### src/rtl/pi_spi_bridge.sv
// pi_spi_bridge
// SPI (mode 0) slave running in the system clock domain. Decodes the Pi's
// byte command protocol into single-cycle write/read strobes on the
// pi_addr/pi_data bus that feeds the keyboard matrix cache and other
// Pi-visible registers. Read data returns on MISO.

module pi_spi_bridge #(
    parameter int unsigned SYNC_STAGES = 2
) (
    input  logic        clk,
    input  logic        reset,
    input  logic        spi_sck,
    input  logic        spi_cs_n,
    input  logic        spi_mosi,
    output logic        spi_miso,
    output logic [15:0] pi_addr,
    output logic [7:0]  pi_data,
    output logic        pi_write,
    output logic        pi_read,
    input  logic [7:0]  pi_rd_data,
    input  logic        pi_rd_valid,
    output logic        rd_timeout
);

    typedef enum logic [2:0] {
        IDLE,
        CMD,
        ADDR_HI,
        ADDR_LO,
        WDATA,
        RD_WAIT,
        RDATA,
        DISCARD
    } state_t;

    localparam logic [7:0] OP_WRITE      = 8'h80;
    localparam logic [7:0] OP_READ       = 8'hC0;
    localparam logic [7:0] OP_WRITE_NEXT = 8'h81;

    // Synchronizer chains and previous-value flops for edge detection
    logic [SYNC_STAGES-1:0] sck_sync;
    logic [SYNC_STAGES-1:0] cs_sync;
    logic [SYNC_STAGES-1:0] mosi_sync;
    logic                   sck_prev;
    logic                   cs_prev;

    // Synchronized pin values and detected events
    logic sck_s;
    logic cs_s;
    logic mosi_s;
    logic sck_rise;
    logic sck_fall;
    logic cs_assert;
    logic cs_deassert;

    // Receive side
    logic [2:0] bit_cnt;
    logic [6:0] rx_shift;
    logic       byte_done;
    logic [7:0] rx_byte;

    // Protocol state
    state_t      state;
    logic        is_read;
    logic        first_wr;
    logic [7:0]  addr_hi_r;
    logic [7:0]  addr_lo_r;
    logic [7:0]  tx_shift;
    logic        wr_req;
    logic        rd_req;

    // Pin synchronizers; deliberately not reset so that a reset pulse in the
    // middle of a frame cannot fabricate a chip-select edge afterwards
    always_ff @(posedge clk) begin
        sck_sync  <= {sck_sync[SYNC_STAGES-2:0],  spi_sck};
        cs_sync   <= {cs_sync[SYNC_STAGES-2:0],   spi_cs_n};
        mosi_sync <= {mosi_sync[SYNC_STAGES-2:0], spi_mosi};
        sck_prev  <= sck_sync[SYNC_STAGES-1];
        cs_prev   <= cs_sync[SYNC_STAGES-1];
    end

    // Edge detection on the synchronized SCK and CS
    always_comb begin
        sck_s       = sck_sync[SYNC_STAGES-1];
        cs_s        = cs_sync[SYNC_STAGES-1];
        mosi_s      = mosi_sync[SYNC_STAGES-1];
        sck_rise    = sck_s & ~sck_prev;
        sck_fall    = ~sck_s & sck_prev;
        cs_assert   = ~cs_s & cs_prev;
        cs_deassert = cs_s & ~cs_prev;
    end

    // Bit counter and MOSI shift register; counter held clear while CS is high,
    // which also drops any partial byte left at the end of a frame
    always_ff @(posedge clk) begin
        if (reset) begin
            bit_cnt  <= '0;
            rx_shift <= '0;
        end else begin
            if (cs_s) begin
                bit_cnt <= '0;
            end else if (sck_rise) begin
                bit_cnt <= bit_cnt + 3'd1;
            end
            if (sck_rise) begin
                rx_shift <= {rx_shift[5:0], mosi_s};
            end
        end
    end

    // A byte completes on the 8th rise, including one coinciding with CS deassert
    always_comb begin
        byte_done = sck_rise && (bit_cnt == 3'd7);
        rx_byte   = {rx_shift, mosi_s};
    end

    // Command FSM: address/data update on the byte edge, strobe one clk later
    always_ff @(posedge clk) begin
        if (reset) begin
            state      <= IDLE;
            is_read    <= 1'b0;
            first_wr   <= 1'b0;
            addr_hi_r  <= '0;
            addr_lo_r  <= '0;
            tx_shift   <= '0;
            wr_req     <= 1'b0;
            rd_req     <= 1'b0;
            pi_addr    <= '0;
            pi_data    <= '0;
            pi_write   <= 1'b0;
            pi_read    <= 1'b0;
            rd_timeout <= 1'b0;
        end else begin
            wr_req   <= 1'b0;
            rd_req   <= 1'b0;
            pi_write <= wr_req;
            pi_read  <= rd_req;

            // The fall right after the 8th rise (counter back at 0) must not
            // shift, so freshly loaded read data keeps its MSB on MISO
            if (sck_fall && (bit_cnt != 3'd0)) begin
                tx_shift <= {tx_shift[6:0], 1'b0};
            end

            case (state)
                IDLE: begin
                    if (cs_assert) begin
                        state      <= CMD;
                        rd_timeout <= 1'b0;
                        tx_shift   <= '0;
                    end
                end

                CMD: begin
                    if (byte_done) begin
                        case (rx_byte)
                            OP_WRITE: begin
                                is_read <= 1'b0;
                                state   <= ADDR_HI;
                            end
                            OP_READ: begin
                                is_read <= 1'b1;
                                state   <= ADDR_HI;
                            end
                            OP_WRITE_NEXT: begin
                                first_wr <= 1'b0;
                                state    <= WDATA;
                            end
                            default: state <= DISCARD;
                        endcase
                    end
                end

                ADDR_HI: begin
                    if (byte_done) begin
                        addr_hi_r <= rx_byte;
                        state     <= ADDR_LO;
                    end
                end

                ADDR_LO: begin
                    if (byte_done) begin
                        if (is_read) begin
                            pi_addr  <= {addr_hi_r, rx_byte};
                            rd_req   <= 1'b1;
                            tx_shift <= 8'hFF;
                            state    <= RD_WAIT;
                        end else begin
                            // pi_addr is only touched right before a strobe, so the
                            // write address waits here until the first data byte
                            addr_lo_r <= rx_byte;
                            first_wr  <= 1'b1;
                            state     <= WDATA;
                        end
                    end
                end

                WDATA: begin
                    if (byte_done) begin
                        pi_data  <= rx_byte;
                        wr_req   <= 1'b1;
                        first_wr <= 1'b0;
                        if (first_wr) begin
                            pi_addr <= {addr_hi_r, addr_lo_r};
                        end else begin
                            pi_addr <= pi_addr + 16'd1;
                        end
                    end
                end

                RD_WAIT: begin
                    // tx_shift was preloaded with 0xFF, so a host that clocks
                    // before the target answers reads all ones
                    if (sck_rise) begin
                        rd_timeout <= 1'b1;
                        state      <= RDATA;
                    end else if (pi_rd_valid) begin
                        tx_shift <= pi_rd_data;
                        state    <= RDATA;
                    end
                end

                RDATA: begin
                    if (byte_done) begin
                        pi_addr  <= pi_addr + 16'd1;
                        rd_req   <= 1'b1;
                        tx_shift <= 8'hFF;
                        state    <= RD_WAIT;
                    end
                end

                DISCARD: begin
                    tx_shift <= '0;
                end

                default: state <= IDLE;
            endcase

            // Placed last so a byte completing in the same cycle still strobes
            if (cs_deassert) begin
                state    <= IDLE;
                tx_shift <= '0;
            end
        end
    end

    assign spi_miso = tx_shift[7];

endmodule

### config.mk
export PLATFORM = sky130hd
export DESIGN_NAME = pi_spi_bridge
export DESIGN_NICKNAME = d
export VERILOG_FILES = /design/src/rtl/pi_spi_bridge.sv
export SDC_FILE = /design/constraint.sdc
export NUM_CORES = 1
export LEC_CHECK = 0
export CORE_UTILIZATION = 45
export CTS_CLUSTER_SIZE = 24
export DETAILED_ROUTE_END_ITERATION = 8
export MAX_ROUTING_LAYER = met4
export PLACE_DENSITY = 0.65
export SETUP_SLACK_MARGIN = 0.15
export SYNTH_ARGS = -nofsm -noshare
export SYNTH_HDL_FRONTEND = slang
export SYNTH_SLANG_ARGS = --single-unit
### constraint.sdc
create_clock -name clk -period 4.1 [get_ports clk]
set_input_delay 0.82 -clock clk [delete_from_list [all_inputs] [get_ports clk]]
set_output_delay 0.82 -clock clk [all_outputs]
set_load 0.05 [all_outputs]
==> flow_metrics.tcl <==
set metrics [dict create \
    netlist_instances 399 \
    cts_tree "built" \
    root_buffer "clkbuf_8" \
    p_leak_nw 1.47 \
    critPathArrivalTime_ns 1.68 \
    synth-edff-count 0 \
    cts_max_level 3 \
    grt_max_degree 37 \
    ant_nets 0 \
    worst-path-buf-inv 1 \
    outcome "complete, no violations" \
    start_util_pct 47.4 \
    clock_skew_ns 0.00989 \
    place_congestion 0.871 \
    multi_input_area_sq_um 1800 \
    synth_seq_area_share_pct 43.6 \
    cts.clk_slew.worst_paths_ns 0.08 \
    cp_cell_sequence "clkdlybuf4s50_1" \
    synth_ff_type "dfxtp_1" \
    antenna_cells 0 \
    cts-resized-gates 0 \
    setup_violations 0 \
    maxCapViolCount 0 \
    fillCellCount 688 \
    antenna_found_initial 0 \
    clk_latency_ns 0.36 \
    fin_nets 445 \
    die_y_um 90.1 \
    rows 31 \
    register_area_sq_um 1520 \
    stdcell_count 531 \
    cts_setup_buffers 0 \
    async_flop_share_pct 0 \
    cp_slowest_cell "clkdlybuf4s50_1" \
    drive_above_1_share_pct 8.80 \
    vdd_drop_max_v 0.000229 \
    cts_made_buffers 9 \
    drt-pass1-iter-count 4 \
    placed_cells 515 \
    path_max_fanout 7 \
    hold_viol_final 0 \
    startpoint_type "flop" \
    ys_ff_latch 76 \
    max_freq_mhz 401 \
    area_delta_synth_final_pct 17.5 \
    fin_crit_sh_pct 60.9 \
    port_buffers 41 \
    setup_ws_ns 1.60 \
    dieArea_sq_um 8110 \
    vias 2964 \
    die_x_um 90.1 \
    grt_pass1_vias 2738 \
    power.density_nw_per_um2 334 \
    io_pins 42 \
    drt_iter0_drc 212 \
    dpl_worst_slack_ns 1.86 \
    final_cell_mix "76 x dfxtp_1, 41 x nor2_1, 41 x a21oi_1" \
    slowest_delay_ns 0.86 \
    rsz0062_at_grt "no" \
    cts_hold_buf 0 \
    ys_types 62 \
    clock_path_buffers 2 \
    viasPerCell 5.58 \
    fp.coreArea_sq_um 7370 \
    critPathKind "reg2out" \
    setup_tns_ns 0 \
    slew_headroom_pct 30.3 \
    drcViolationCount 0 \
    grt_pass1_wl_mm 13.8 \
    netlist_area_sq_um 3490 \
    total_power_mw 1.37 \
    avgSynthCellArea_sq_um 8.75 \
    endpoint_kind "output pin" \
    period_minus_slack_ns 2.50 \
    post_drt_wl_per_cell_um 15.4 \
    ys_warn_count 0 \
    critPathTopFamily "buffers and inverters" \
    track_usage_pct 21.8 \
    drt_wl_total_mm 8.17 \
    syn-num-nets 417 \
    clock-sinks 76 \
    worst_slew_pin_slew_ns 1.04 \
    final_common_cell "dfxtp_1" \
    grt_overflow 0 \
    finalMaxSlewViolations 0 \
    hp-class "reg2reg" \
    dp_hpwl_mm 5.60 \
    critical_path_required_ns 3.28 \
]
## cells by family after synthesis
kind of cell             Yosys count  synth area share, %
AO/OA/AOI/OAI                     98                 18.3
XOR/XNOR                           1                0.251
adder cells (fa/ha/maj)            4                 1.43
buffers and inverters             35                 4.95
flip-flops                        76                 43.6
multiplexers                      34                 9.79
AND/OR/NAND/NOR                  151                 21.7
## cells in the mapped netlist (3+ instances only)
library cell  count  area share (%)
or2_1             3            0.54
nand4_1           4            0.72
buf_4             3            0.65
ha_1              4             1.4
o211ai_1          5             1.1
nor4_1            7             1.3
or3_1             3            0.54
clkbuf_1         10             1.1
nand3_1          11             1.6
a21o_1            3            0.65
nand2b_1          4            0.72
dfxtp_1          76              44
nor2b_1           7             1.3
o21ai_0          13             1.9
a22o_1            6             1.5
a22oi_1           6             1.3
mux2i_1          33             9.5
nor3_1           11             1.6
inv_1             6            0.65
nand2_1          39             4.2
buf_2            11             1.6
a21oi_1          41             5.9
or2_2             6             1.1
nor2_1           41             4.4
## final cells by class
class | count | area share, %
Clock buffer | 9 | 3.02
Clock inverter | 7 | 1.83
Inverter | 7 | 0.641
Multi-Input combinational cell | 288 | 43.8
Sequential cell | 76 | 37.1
Tap cell | 99 | 3.02
Timing Repair Buffer | 45 | 10.6
## registers in the layout (all words and copies together) (netlist names), 2 cells and up
| name | flops |
|---|---|
| sck_sync | 2 |
| pi_data | 8 |
| state | 3 |
| addr_lo_r | 8 |
| bit_cnt | 3 |
| tx_shift | 8 |
| rx_shift | 7 |
| mosi_sync | 2 |
| cs_sync | 2 |
| pi_addr | 16 |
| addr_hi_r | 8 |
## report_power, final
| part | internal [mW] | switching, mW | total, mW |
|---|---|---|---|
| registers | 0.743 | 0.00959 | 0.753 |
| clock network | 0.283 | 0.292 | 0.575 |
| logic | 0.0191 | 0.0239 | 0.0430 |
| total | 1.05 | 0.325 | 1.37 |
## path summary, 6_finish.rpt
path	cells after the start	end	slack, ns	startpoint
min	0	sck_sync[1]	0.33	sck_sync[0]
min reg2reg	0	sck_sync[1]	0.33	sck_sync[0]
max reg2reg	5	pi_addr[13]	1.88	state[2]
max	1	pi_addr[0]	1.60	pi_addr[0]
## through the flow
step | hold slack (ns) | cell area, sq um | util [%]
final | 0.330 | 4100 | 55.7
after CTS | 0.331 | 4100 | 55.7
after detailed placement | 0.312 | 3900 | 53.0
after floorplan | 0.310 | 3490 | -
after global placement | 0.313 | 3900 | 53.0
after global routing | 0.337 | 4100 | 55.7
## metal layers
metal / global-route usage, % / part of all wire (%) / vias to the layer above
met2: 31.9 / 44 / 64
met5: - / 0 / -
li1: - / - / 1499
met4: 6.32 / 1.4 / 0
met1: 29.4 / 50 / 1388
met3: 5.67 / 4.6 / 13
Power figures use the tool's default switching activity.
